File: config.mk
export PLATFORM = sky130hd
export DESIGN_NAME = sevensegment_scan
export DESIGN_NICKNAME = d
export VERILOG_FILES = /design/src/rtl/sevensegment_scan.sv
export SDC_FILE = /design/constraint.sdc
export NUM_CORES = 1
export LEC_CHECK = 0
export ABC_AREA = 0
export CAP_MARGIN = 10
export CORE_MARGIN = 1
export CORE_UTILIZATION = 40
export DETAILED_ROUTE_END_ITERATION = 7
export MAX_ROUTING_LAYER = met4
export PLACE_DENSITY_LB_ADDON = 0.25
export SLEW_MARGIN = 20
export SYNTH_ARGS = -nofsm -noshare
export SYNTH_HDL_FRONTEND = slang
export SYNTH_SLANG_ARGS = --single-unit
File: constraint.sdc
create_clock -name clock -period 2.8 [get_ports clock]
set_clock_uncertainty 0.1 [all_clocks]
set_input_delay 0.28 -clock clock [delete_from_list [all_inputs] [get_ports clock]]
set_output_delay 0.28 -clock clock [all_outputs]
set_load 0.01 [all_outputs]
File: src/rtl/sevensegment_scan.sv
// Refresh scanner feeding the seven-segment driver: double-buffered 4-digit image,
// per-slot blanking interval against ghosting, optional leading-zero blanking.
module sevensegment_scan #(
    parameter int PRESCALE     = 50000,
    parameter int BLANK_CYCLES = 500
) (
    input  logic        clock,
    input  logic        resetn,
    input  logic        load,
    input  logic [19:0] value,
    input  logic [3:0]  dpmask,
    input  logic        lzblank,
    output logic [4:0]  data,
    output logic [2:0]  digit,
    output logic        setdp,
    output logic        frame
);

    localparam int CW = (PRESCALE > 1) ? $clog2(PRESCALE) : 1;
    localparam logic [CW-1:0] CNT_LAST   = CW'(PRESCALE - 1);
    localparam logic [CW-1:0] BLANK_LAST = CW'(BLANK_CYCLES - 1);
    localparam logic [4:0]    CODE_OFF   = 5'd31;

    typedef enum logic {
        ST_BLANK = 1'b0,
        ST_SHOW  = 1'b1
    } state_t;

    state_t         state_r;
    logic [CW-1:0]  cnt_r;
    logic [1:0]     idx_r;
    logic [19:0]    act_value_r;
    logic [3:0]     act_dp_r;
    logic           act_lz_r;
    logic [19:0]    pend_value_r;
    logic [3:0]     pend_dp_r;
    logic           pend_lz_r;
    logic           pend_valid_r;
    logic [4:0]     data_r;
    logic [2:0]     digit_r;
    logic           setdp_r;
    logic           frame_r;
    logic [19:0]    eff_s;
    logic [4:0]     sel_code_s;
    logic           sel_dp_s;
    logic           commit_s;

    // Leading zeros from digit 3 downward become 31; digit 0 always shows.
    function automatic logic [19:0] eff_codes(input logic [19:0] codes, input logic lz);
        logic [19:0] res;
        logic        blanking;
        res      = codes;
        blanking = lz;
        for (int i = 3; i >= 1; i--) begin
            if (blanking && (codes[i*5 +: 5] == 5'd0)) begin
                res[i*5 +: 5] = CODE_OFF;
            end else begin
                blanking = 1'b0;
            end
        end
        return res;
    endfunction

    // Effective code and decimal point of the digit currently being scanned.
    always_comb begin
        eff_s    = eff_codes(act_value_r, act_lz_r);
        commit_s = frame_r;
        case (idx_r)
            2'd0:    begin sel_code_s = eff_s[4:0];   sel_dp_s = act_dp_r[0]; end
            2'd1:    begin sel_code_s = eff_s[9:5];   sel_dp_s = act_dp_r[1]; end
            2'd2:    begin sel_code_s = eff_s[14:10]; sel_dp_s = act_dp_r[2]; end
            2'd3:    begin sel_code_s = eff_s[19:15]; sel_dp_s = act_dp_r[3]; end
            default: begin sel_code_s = CODE_OFF;     sel_dp_s = 1'b0;        end
        endcase
    end

    // Slot counter, digit index, BLANK/SHOW state and registered driver outputs.
    always_ff @(posedge clock or negedge resetn) begin
        if (!resetn) begin
            cnt_r   <= '0;
            idx_r   <= 2'd0;
            state_r <= ST_BLANK;
            data_r  <= CODE_OFF;
            digit_r <= 3'd0;
            setdp_r <= 1'b0;
            frame_r <= 1'b0;
        end else begin
            if (cnt_r == CNT_LAST) begin
                cnt_r <= '0;
                idx_r <= idx_r + 2'd1;
            end else begin
                cnt_r <= cnt_r + CW'(1);
                idx_r <= idx_r;
            end
            case (state_r)
                ST_BLANK: state_r <= (cnt_r == BLANK_LAST) ? ST_SHOW : ST_BLANK;
                ST_SHOW:  state_r <= (cnt_r == CNT_LAST) ? ST_BLANK : ST_SHOW;
                default:  state_r <= ST_BLANK;
            endcase
            if (state_r == ST_SHOW) begin
                digit_r <= {1'b0, idx_r} + 3'd1;
                data_r  <= sel_code_s;
                setdp_r <= sel_dp_s;
            end else begin
                digit_r <= 3'd0;
                data_r  <= CODE_OFF;
                setdp_r <= 1'b0;
            end
            frame_r <= (idx_r == 2'd3) && (cnt_r == CNT_LAST);
        end
    end

    // Pending/active image; a load on the commit edge goes straight to active.
    always_ff @(posedge clock or negedge resetn) begin
        if (!resetn) begin
            act_value_r  <= {4{CODE_OFF}};
            act_dp_r     <= 4'd0;
            act_lz_r     <= 1'b0;
            pend_value_r <= 20'd0;
            pend_dp_r    <= 4'd0;
            pend_lz_r    <= 1'b0;
            pend_valid_r <= 1'b0;
        end else if (load && commit_s) begin
            act_value_r  <= value;
            act_dp_r     <= dpmask;
            act_lz_r     <= lzblank;
            pend_valid_r <= 1'b0;
        end else if (load) begin
            pend_value_r <= value;
            pend_dp_r    <= dpmask;
            pend_lz_r    <= lzblank;
            pend_valid_r <= 1'b1;
        end else if (commit_s && pend_valid_r) begin
            act_value_r  <= pend_value_r;
            act_dp_r     <= pend_dp_r;
            act_lz_r     <= pend_lz_r;
            pend_valid_r <= 1'b0;
        end else begin
            pend_valid_r <= pend_valid_r;
        end
    end

    assign data  = data_r;
    assign digit = digit_r;
    assign setdp = setdp_r;
    assign frame = frame_r;

endmodule

==> impl_metrics.yaml <==
synth:
  netlist_area_mm2: 0.003815
  yosysUniqueCellTypes: 49
  syn-instance-count: 338
  ys_ff_latch: 80
  synth_top_area_share_pct: 36.08
  synthTopCellsByArea: "dfrtp_1 (36%), dfstp_2 (17%), mux2_2 (7.4%)"
  synthAdderAreaFrac_pct: 1.640
  ys_warn_count: 0
  synth-async-reset-ratio_pct: 100.0
  syn_avg_cell_area_um2: 11.29
  yosys.area_share.simple_pct: 20.14
  muxShareOfSynthArea_pct: 7.379
  synth_top_family_by_area: "simple AND/OR/NAND/NOR gates"
  seq_area_frac_synth_pct: 53.30
  synth_compound_area_share_pct: 11.84
  synth_enable_flop_cells: 0
  synth-xor-area-share_pct: 2.985
  yosys.area.top_type: "dfrtp_1"
  syn_nets: 371
  synth_flop_cell: "dfrtp_1"
cells_and_area:
  drive_gt1_share_pct: 20.21
  final_area_mm2: 0.004507
  diodes: 0
  final_cells: 505
  areaGrowthSynthToFinish_pct: 18.14
  fill_cells: 850
  fin_nets: 404
route:
  routed_wl_mm: 7.867
  drtIter0Drc: 220
  wl_per_cell_um: 15.58
  ant_nets: 0
  firstDrtPassIters: 4
  num_vias: 2673
  drc: 0
  avgViaCountPerCell: 5.293
critical_path:
  cp_num_buf_inv: 0
  cp_max_fo: 13
  required_ps: 2940
  crit_family: "simple AND/OR/NAND/NOR gates"
  r2r_slack_ps: 560
  cpMaxStageDelayCell: "nor4_4"
  slowest_delay_ps: 770
  endpoint_kind: "flop"
  critPathArrivalTime_ps: 2370
  start_kind: "flop"
  worstPathCellList: "ha_1, nand4_1, nor4_4, nand2b_1, o21ai_0"
  critPathKind: "reg -> reg"
place:
  placed_cells: 488
  hpwl_mm: 5.154
  numPortBuffers: 37
  gp_congestion: 0.8704
  placed_cell_area_mm2: 0.004304
grt:
  antenna_found_initial: 0
  grt_pass1_wl_mm: 13.28
  grt.total_usage_pct: 17.77
  grt_pass1_vias: 2590
  grt-ovfl-total: 0
  grt_max_degree: 81
flow_run:
  maxCapViolCount: 0
clocking:
  cts_buffer_depth: 2
  cts_root_buffer: "clkbuf_8"
  cts_hold_buf: 0
  cts-resized-gates: 0
  cts.clk_slew.worst_paths_ps: 90
  cts_tree: "yes"
  clkLatencyLatePin_ps: 350
  cts_sinks: 80
  cts_made_buffers: 9
  htree_levels: 3
  cts_setup_buffers: 0
timing:
  fin_crit_ps: 2236
  worst_pin_slew_ps: 734.9
  rsz0062_at_grt: "no"
  drv_slew: 0
  slew-limit-headroom_pct: 50.64
  setup_viol: 0
  tns_ps: 0
  fmax_mhz: 447.3
  finalCritPeriodShare_pct: 79.85
  hold_viol_final: 0
power_and_ir_drop:
  power_per_cell_area_mw_per_mm2: 491.5
  ir_drop_mv: 0.2742
  power_leakage_nw: 1.869
floorplanning:
  io_pins: 38
  dieArea_mm2: 0.009932
  fp.dieW_um: 99.66
  initial_utilization_pct: 41.29
  fp.dieH_um: 99.66
  core-area_mm2: 0.009240
  row_count: 35
hold_path:
  min_path_type: "reg -> reg"
run_status:
  status: "finished, final reports clean"
power by group:
part | total, mW | internal [mW] | switching [mW]
combinational | 0.171 | 0.0936 | 0.0769
clock | 0.835 | 0.411 | 0.424
sequential | 1.21 | 1.19 | 0.0172
total | 2.22 | 1.70 | 0.518
worst register-to-register path, stage by stage, from the launching register on:
cell and delay, ps:
dfrtp_1 410, ha_1 270, nand4_1 310, nor4_4 770, nand2b_1 180, o21ai_0 70
cells in the mapped netlist, drive strengths merged (2+ instances only):
library cell / count
buf: 5
xor2: 9
o21ai: 6
a22o: 28
inv: 3
nor3b: 2
mux2: 25
and4: 3
nand2b: 2
nand3b: 26
o41ai: 3
dfrtp: 55
ha: 5
nand2: 52
o22a: 2
or4: 3
nor4: 4
nand3: 5
nor4b: 3
a222oi: 4
and2: 3
clkbuf: 16
o32a: 2
nor2: 14
nor2b: 4
nor3: 3
nand4: 6
xnor2: 4
a21oi: 6
dfstp: 25
layout make-up:
class,instances,area [µm²],area share (%)
sequential,80,2033,45.11
multi-input combinational,234,1680,37.28
timing repair buffer,43,431.7,9.578
tap,129,161.4,3.581
clock buffer,11,131.4,2.915
clock inverter,5,57.56,1.277
inverter,3,11.26,0.2499
flip-flops by register name (all words and copies together) (netlist names), 2 cells and up:
register and flops:
act_value_r 20, pend_value_r 20, cnt_r 16, data 5, act_dp_r 4, pend_dp_r 4, digit 3, idx_r 2
metal layers:
layer	track usage, %	vias to the layer above	wire length, µm
li1	-	1291	-
met1	25.19	1317	3964
met2	24.83	56	3504
met3	3.162	9	281
met4	7.805	0	116
met5	-	-	0
cell families after synthesis:
kind of cell	Yosys count
AO/OA/AOI/OAI	56
XOR/XNOR	13
adder cells (fa/ha/maj)	5
buffers and inverters	24
flip-flops	80
multiplexers	25
AND/OR/NAND/NOR	135
path summary, 6_finish.rpt:
kind	startpoint	to	cells past startpoint
setup / recovery	cnt_r[0]	state_r	5
hold / removal	cnt_r[7]	cnt_r[7]	1
setup reg to reg	cnt_r[0]	state_r	5
hold reg to reg	cnt_r[7]	cnt_r[7]	1
max in group asynchronous	resetn	pend_value_r[4]	2
min in group asynchronous	resetn	pend_value_r[15]	2
stage by stage:
| stage | util [%] | setup WS (ps) | power [mW] | hold WS [ps] |
|---|---|---|---|---|
| after CTS | 48.63 | 573.0 | 2.237 | 29.83 |
| after floorplan | - | 1051 | 1.316 | -115.6 |
| final | 48.77 | 564.3 | 2.215 | 394.7 |
| after global routing | 48.77 | 374.3 | 2.313 | 423.1 |
| after global placement | 46.58 | 674.3 | 1.399 | 358.7 |
| after detailed placement | 46.58 | 598.9 | 1.404 | 382.8 |
layout by cell type, fill, tap and decap left out, types with 2 or more instances in the layout:
cell / count
nor4_1: 3
nand4_1: 5
nor3_1: 3
nand2_1: 51
o32a_1: 2
clkbuf_1: 2
xor2_1: 9
nand3_1: 5
mux2_2: 25
nor2_1: 14
buf_4: 4
o21ai_0: 4
inv_1: 3
xnor2_1: 4
nor4b_1: 3
a222oi_1: 4
a22o_1: 28
and2_1: 3
clkdlybuf4s50_1: 36
clkinvlp_4: 3
or4_1: 2
a21oi_1: 6
o22a_1: 2
and4_1: 3
nor2b_1: 3
dfstp_2: 25
clkbuf_8: 9
dfrtp_1: 55
nand3b_1: 26
ha_1: 5
nor3b_1: 2
o41ai_1: 3
nand2b_1: 2
No activity file was read; power rests on OpenSTA's default activity.
